### config.mk
export PLATFORM = sky130hd
export DESIGN_NAME = dsp48_mac_seq
export DESIGN_NICKNAME = d
export VERILOG_FILES = /design/src/rtl/dsp48_mac_seq.sv
export SDC_FILE = /design/constraint.sdc
export NUM_CORES = 1
export LEC_CHECK = 0
export CAP_MARGIN = 30
export CORE_ASPECT_RATIO = 1.75
export CORE_MARGIN = 5
export CORE_UTILIZATION = 38
export DETAILED_ROUTE_END_ITERATION = 7
export GPL_ROUTABILITY_DRIVEN = 0
export MAX_ROUTING_LAYER = met4
export PLACE_DENSITY = 0.89
export SLEW_MARGIN = 10
export SYNTH_ARGS = -nofsm -noshare
export SYNTH_HDL_FRONTEND = slang
export SYNTH_SLANG_ARGS = --single-unit
### constraint.sdc
create_clock -name clk -period 1.9 [get_ports clk]
set_clock_uncertainty 0.2 [all_clocks]
set_input_delay 0.475 -clock clk [delete_from_list [all_inputs] [get_ports clk]]
set_output_delay 0.475 -clock clk [all_outputs]
set_load 0.1 [all_outputs]
### src/rtl/dsp48_mac_seq.sv
`default_nettype none
// ============================================================================
// Module   : dsp48_mac_seq
// Brief    : Initiator-side sequencer that drives a DSP48A1 slice through an
//            N-beat multiply-accumulate and returns the final P value.
// Revision : 1.0 - initial release
// ============================================================================
module dsp48_mac_seq #(
    parameter int WIDTH     = 18,
    parameter int ACC_WIDTH = 48,
    parameter int LEN_WIDTH = 8,
    parameter int PIPE_LAT  = 3,
    parameter int OPM_DLY   = 1
) (
    input  logic                 clk,
    input  logic                 rst_n,
    input  logic                 start,
    input  logic [LEN_WIDTH-1:0] len,
    output logic                 busy,
    input  logic                 s_valid,
    output logic                 s_ready,
    input  logic [WIDTH-1:0]     s_a,
    input  logic [WIDTH-1:0]     s_b,
    output logic [WIDTH-1:0]     dsp_a,
    output logic [WIDTH-1:0]     dsp_b,
    output logic [7:0]           dsp_opmode,
    output logic                 dsp_ce,
    output logic                 dsp_rstp,
    input  logic [ACC_WIDTH-1:0] dsp_p,
    output logic [ACC_WIDTH-1:0] result,
    output logic                 done,
    output logic                 err
);

    // Cycles spent waiting for the last beat to reach the slice P register
    localparam int DRAIN_CYC = PIPE_LAT + OPM_DLY;
    localparam int DCW       = $clog2(DRAIN_CYC + 1);

    // Slice OPMODE encodings used by the sequencer
    localparam logic [7:0] OPM_LOAD = 8'h01;   // P = M
    localparam logic [7:0] OPM_ACC  = 8'h09;   // P = P + M
    localparam logic [7:0] OPM_HOLD = 8'h08;   // P = P

    typedef enum logic [1:0] {
        S_IDLE  = 2'd0,
        S_LOAD  = 2'd1,
        S_DRAIN = 2'd2,
        S_DONE  = 2'd3
    } state_t;

    state_t                       state;
    logic [LEN_WIDTH-1:0]         beat_cnt;
    logic [DCW-1:0]               drain_cnt;
    logic                         first_beat;
    // Stage 0 is aligned with dsp_a/dsp_b; stages 1..OPM_DLY add the lag
    logic [OPM_DLY:0][7:0]        opm_sr;
    logic                         beat_acc;
    logic [7:0]                   load_tag;

    // s_ready is a register, so the handshake has no s_valid->s_ready path
    assign beat_acc   = s_valid & s_ready;
    assign dsp_opmode = opm_sr[OPM_DLY];

    // Tag for the slot issued this LOAD cycle: load, accumulate or bubble hold
    always_comb begin
        load_tag = OPM_HOLD;
        if (beat_acc) begin
            load_tag = first_beat ? OPM_LOAD : OPM_ACC;
        end
    end

    // Control FSM with registered status/handshake/slice-control outputs
    always_ff @(posedge clk or negedge rst_n) begin
        if (!rst_n) begin
            state      <= S_IDLE;
            beat_cnt   <= '0;
            drain_cnt  <= '0;
            first_beat <= 1'b0;
            busy       <= 1'b0;
            s_ready    <= 1'b0;
            dsp_ce     <= 1'b0;
            dsp_rstp   <= 1'b0;
            done       <= 1'b0;
            err        <= 1'b0;
            result     <= '0;
        end else begin
            dsp_rstp <= 1'b0;
            done     <= 1'b0;
            err      <= 1'b0;
            case (state)
                S_IDLE: begin
                    if (start) begin
                        if (len == '0) begin
                            err <= 1'b1;
                        end else begin
                            state      <= S_LOAD;
                            beat_cnt   <= len;
                            first_beat <= 1'b1;
                            dsp_rstp   <= 1'b1;
                            busy       <= 1'b1;
                            s_ready    <= 1'b1;
                            dsp_ce     <= 1'b1;
                        end
                    end
                end
                S_LOAD: begin
                    if (beat_acc) begin
                        first_beat <= 1'b0;
                        beat_cnt   <= beat_cnt - LEN_WIDTH'(1);
                        if (beat_cnt == LEN_WIDTH'(1)) begin
                            state     <= S_DRAIN;
                            s_ready   <= 1'b0;
                            drain_cnt <= DCW'(DRAIN_CYC - 1);
                        end
                    end
                end
                S_DRAIN: begin
                    if (drain_cnt == '0) begin
                        state  <= S_DONE;
                        dsp_ce <= 1'b0;
                    end else begin
                        drain_cnt <= drain_cnt - DCW'(1);
                    end
                end
                S_DONE: begin
                    // Slice is frozen (ce=0) so dsp_p is stable final P here
                    result <= dsp_p;
                    done   <= 1'b1;
                    busy   <= 1'b0;
                    state  <= S_IDLE;
                end
                default: begin
                    state <= S_IDLE;
                end
            endcase
        end
    end

    // Operand registers and OPMODE delay line feeding the slice
    always_ff @(posedge clk or negedge rst_n) begin
        if (!rst_n) begin
            dsp_a  <= '0;
            dsp_b  <= '0;
            opm_sr <= '0;
        end else begin
            dsp_a <= '0;
            dsp_b <= '0;
            if (state == S_LOAD) begin
                if (beat_acc) begin
                    dsp_a <= s_a;
                    dsp_b <= s_b;
                end
                opm_sr <= {opm_sr[OPM_DLY-1:0], load_tag};
            end else if (state == S_DRAIN) begin
                opm_sr <= {opm_sr[OPM_DLY-1:0], OPM_HOLD};
            end
        end
    end

endmodule
`default_nettype wire

Word level (Yosys, flattened, before mapping) --
Index checks and enable logic that the tools add are counted.
Storage, ports and cells: word-level logic and storage cells 80, output and inout port bits 98, flip-flop bits (word level) 120, bits of input ports 96
Cells by class: reductions and logical operators 13, bitwise operators 1, multiplexer cells 39, $add $sub $neg 2, eq/ne operators 10
Operators with widths (number):
- $mux W18 | 4
- $mux W16 | 2
- $mux W8 | 3
- $pmux W8 S2 | 1
- $mux W1 | 13
- $ne A2 B2 Y1 const B | 6
- $reduce_and A4 Y1 | 3
- $mux W2 | 5
- $reduce_and A5 Y1 | 2
- $mux W3 | 3
- $eq A8 B1 Y1 const B | 1
- $logic_not A8 Y1 | 1
- $mux W4 | 2
- $pmux W1 S2 | 4
- $pmux W2 S4 | 1
- $reduce_bool A2 Y1 | 4
- $sub A8 B1 Y8 const B | 1
- $pmux W3 S2 | 1
- $eq A2 B2 Y1 const B | 2
- $logic_not A3 Y1 | 1
- $reduce_and A3 Y1 | 1
- $sub A3 B1 Y3 const B | 1
- $eq A2 B1 Y1 const B | 1
- $logic_not A2 Y1 | 1
- $and A1 B1 Y1 | 1

Logic depth before layout (Yosys ltp) --
Gate-level depths: netlist of run 1.
depth after elaboration 4, mapped depth 7

Worst setup path before layout of run 1 --
No wires, ideal clock.
path kind register to register, start point register s_ready, end point register state[1], slack -588 ps, data arrival time 2163 ps, cell stages (with the launch flop) 5, cell sequence dfrtp_1 -> inv_1 -> o41a_4 -> a221oi_4 -> mux2_4
On the way: word-level cells in the longest chain between the ends 3
Ends and longest elaborated chain:
- from (decl) | RTL line 21 | output logic s_ready,
- from (signal assigned) | RTL line 80 | s_ready <= 1'b0;
- from (signal assigned) | RTL line 101 | s_ready <= 1'b1;
- from (signal assigned) | RTL line 112 | s_ready <= 1'b0;
- $and A1 B1 Y1 | RTL line 61 | assign beat_acc = s_valid & s_ready;
- $ne A2 B2 Y1 (no line)
- $reduce_and A5 Y1 (no line)
- to (signal assigned) | RTL line 75 | state <= S_IDLE;
- to (signal assigned) | RTL line 96 | state <= S_LOAD;
- to (signal assigned) | RTL line 111 | state <= S_DRAIN;
- to (decl) | RTL line 51 | state_t state;
No other way between the ends. A chain may end at the register's enable or synchronous reset.

Final worst setup path of run 1 --
start point register beat_cnt[1], end point register state[1]
On the way: word-level cells in the longest chain between the ends 3
Ends and longest elaborated chain:
- from (decl) | RTL line 52 | logic [LEN_WIDTH-1:0] beat_cnt;
- from (signal assigned) | RTL line 97 | beat_cnt <= len;
- from (signal assigned) | RTL line 109 | beat_cnt <= beat_cnt - LEN_WIDTH'(1);
- $eq A8 B1 Y1 | RTL line 110 | if (beat_cnt == LEN_WIDTH'(1)) begin
- $ne A2 B2 Y1 (no line)
- $reduce_and A5 Y1 (no line)
- to (signal assigned) | RTL line 111
- to (signal assigned) | RTL line 119 | state <= S_DONE;
- to (signal assigned) | RTL line 130 | state <= S_IDLE;
No other way between the ends.

==> results_dict.tcl, run 1 <==
set metrics [dict create \
    post_synthesis_instance_area_um2 4350 \
    dr_total_vias 3427 \
    rsz0062_at_grt "true" \
    timing.final.max_slew_violations 0 \
    avgSynthCellArea_um2 13.5 \
    synthAdderAreaFrac 0.0230 \
    nets 644 \
    synth.mux.area_fraction 0.135 \
    clk_pin_slew_worst_setup_hold_paths_ns 0.07 \
    violations "setup timing" \
    grt_pass1_vias 3663 \
    synth-simple-area-share 0.109 \
    dp_slack_ns -0.637 \
    floorplan.io_pins 194 \
    post_synth_xor_area_fraction 0 \
    worstSetupStartpointType "flop" \
    synth-edff-count 0 \
    num-fill-cells 644 \
    max-clock-path-buffers 2 \
    globalRouteOverflowTotal 0 \
    synth_seq_cells 108 \
    depth_of_the_cts_h_tree 3 \
    achievable-frequency_mhz 480 \
    final_layout_size_suffix_gt1_frac 0.435 \
    worstPathMaxFanout 2 \
    antennaDiodeCount 0 \
    clk-insertion-delay-late_ns 0.33 \
    synth-main-ff-cell "dfrtp_1" \
    cts-buffers-inserted 9 \
    initial_core_util 0.390 \
    fin_area_um2 8060 \
    multi_input_area_um2 1720 \
    first_pass_grt_wire_length_mm 20.3 \
    hold_violations 0 \
    dieArea_um2 13800 \
    cp_data_arrival_time_ns 2.10 \
    timing.final.crit_share 1.10 \
    min_period_ns 2.08 \
    grt_max_degree 41 \
    drtAntennaViolNets 0 \
    relSlewSlack 0.653 \
    detailed_place_hpwl_mm 10.2 \
    postRouteWirelength_mm 13.3 \
    grt_usage 0.196 \
    antenna_found_initial 0 \
    drc_violations 0 \
    finalWorstSetupSlack_ns -0.183 \
    async_reset_ff_frac 1.00 \
    synth_compound_area_frac 0.0756 \
    post_synth_inst_count 322 \
    area_growth_pct 85.1 \
    setup-violations-final 8 \
    ys_warn_count 0 \
    synth_top_family_by_area "multiplexers" \
    clock_tree.root_cell "clkbuf_16" \
    port_buffers 187 \
    area.sequential_um2 2710 \
    timing_worst_setup_path_type "flop to flop" \
    worst-slew-pin-transition_ns 0.507 \
    type_of_the_worst_min_delay_path "flop to flop" \
    maxCapViolCount 0 \
    core-area_um2 11200 \
    avgRoutedWirePerCell_um 19.6 \
    critPathRequiredTime_ns 1.92 \
    crit_path_end_kind "flop" \
    dr_pass1_iterations 4 \
    vias_per_cell 5.06 \
    place_area_um2 7470 \
    dieWidth_um 90.9 \
    yosysSeqAreaShare 0.621 \
    tritoncts_num_sinks 108 \
    std_cell_rows 51 \
    cts_tree "yes" \
    die_h_um 152 \
    status "finished with violations" \
    drtIter0Drc 105 \
    count_of_cell_types_in_the_netlist 46 \
]
[cells by family after synthesis]
group	Yosys count
AO/OA/AOI/OAI	40
other	1
AND/OR/NAND/NOR	81
buffers and inverters	32
multiplexers	52
flip-flops	108
adder cells (fa/ha/maj)	8
[path summary, 6_finish.rpt]
path                              from    endpoint  slack [ns]  cells past startpoint
setup / recovery           beat_cnt[1]    state[1]       -0.18                      6
hold / removal              first_beat   opm_sr[3]        0.27                      1
setup reg to reg           beat_cnt[1]    state[1]       -0.18                      6
hold reg to reg             first_beat   opm_sr[3]        0.27                      1
max in group asynchronous        rst_n     s_ready        0.47                      3
min in group asynchronous        rst_n  result[16]        0.45                      2
[sequential cells by signal, summed over array words and instances, names as in the netlist, 2 cells and up]
signal	cells
state	2
dsp_opmode	2
beat_cnt	8
dsp_b	18
opm_sr	2
drain_cnt	3
result	48
dsp_a	18
[placed cells by master, fill, tap and decap left out, types with 3 or more instances in the layout]
cell / n
mux2_2: 51
nand3_1: 3
buf_4: 26
buf_6: 6
o21ai_0: 6
nand2_1: 5
clkdlybuf4s15_1: 4
nor2_1: 11
ha_2: 3
a2bb2oi_1: 3
a21oi_1: 3
inv_1: 9
dlygate4sd2_1: 5
nand3b_1: 3
clkbuf_16: 9
nor3_1: 3
dfrtp_1: 107
ha_1: 3
o22ai_1: 3
conb_1: 6
clkdlybuf4s50_1: 85
and2_1: 36
buf_12: 96
[final cells by class]
class,instances,area share
inverters,11,0.00512
well taps,132,0.0205
clock buffers,10,0.0296
repair buffers,223,0.388
clock inverters,6,0.00792
flip-flops and latches,108,0.336
multi-input cells,187,0.213
[through the flow]
step	setup TNS [ns]	utilization	instances	hold slack, ns
after floorplan	-0.205	-	327	-0.0206
after global placement	-8.50	0.669	652	0.244
after detailed placement	-10.75	0.669	652	0.257
after CTS	-0.290	0.707	673	0.272
after global routing	-1.23	0.722	677	0.294
final	-0.539	0.722	677	0.269
[routing by layer]
layer,vias to the layer above,track usage,routed length (um)
met5,-,-,0
met4,0,0.0690,369
met3,25,0.0415,817
met2,179,0.366,7560
met1,1679,0.201,4550
li1,1544,-,-
[cells in the mapped netlist (2+ instances only)]
library cell / number / share of area
and2_1: 36 / 0.052
or4_4: 2 / 0.0052
o21ai_0: 8 / 0.0092
o22ai_1: 4 / 0.0057
o31ai_1: 2 / 0.0034
mux2_2: 51 / 0.13
nor2_1: 14 / 0.012
buf_4: 9 / 0.016
nand2_1: 5 / 0.0043
a21oi_1: 4 / 0.0046
ha_1: 8 / 0.023
nand3_1: 3 / 0.0034
clkbuf_1: 8 / 0.0069
o41ai_1: 2 / 0.0040
inv_1: 11 / 0.0095
a211oi_1: 2 / 0.0034
dfrtp_1: 108 / 0.62
a2bb2oi_1: 5 / 0.010
nand2b_1: 2 / 0.0029
buf_1: 4 / 0.0034
nand3b_1: 3 / 0.0052
nor2b_1: 2 / 0.0029
nor3_1: 6 / 0.0069
[worst max-delay path, cell delays in order (launching register included)]
cell and delay (ns):
dfrtp_1 0.39, inv_2 0.08, ha_4 0.13, nand3b_1 0.11
o41a_4 0.47, a221oi_4 0.25, mux2_4 0.34
[repair_timing]
item,CTS,global route
setup buffers,4,5
pin swaps,10,9
gates resized for setup,30,29
endpoints found under the setup margin,17,16
hold buffers,1,0
endpoints found under the hold margin,31,0
Power of run 1 is not shown: default switching activity piles up to over one toggle a cycle in this logic, so the estimate is an artifact.
==> run 2: changes to the inputs <==
CTS_CLUSTER_SIZE = 16   (was not set)
==> results of run 2 <==
The final DEF is identical to that of run 1; final timing and power are the same.
Power of run 2 is left out for the same reason.
==> run 3: changes to the inputs <==
CAP_MARGIN = not set   (was 30)
==> results of run 3 <==
The final DEF is identical to that of run 1; final timing and power are the same.
Power of run 3 is left out for the same reason.
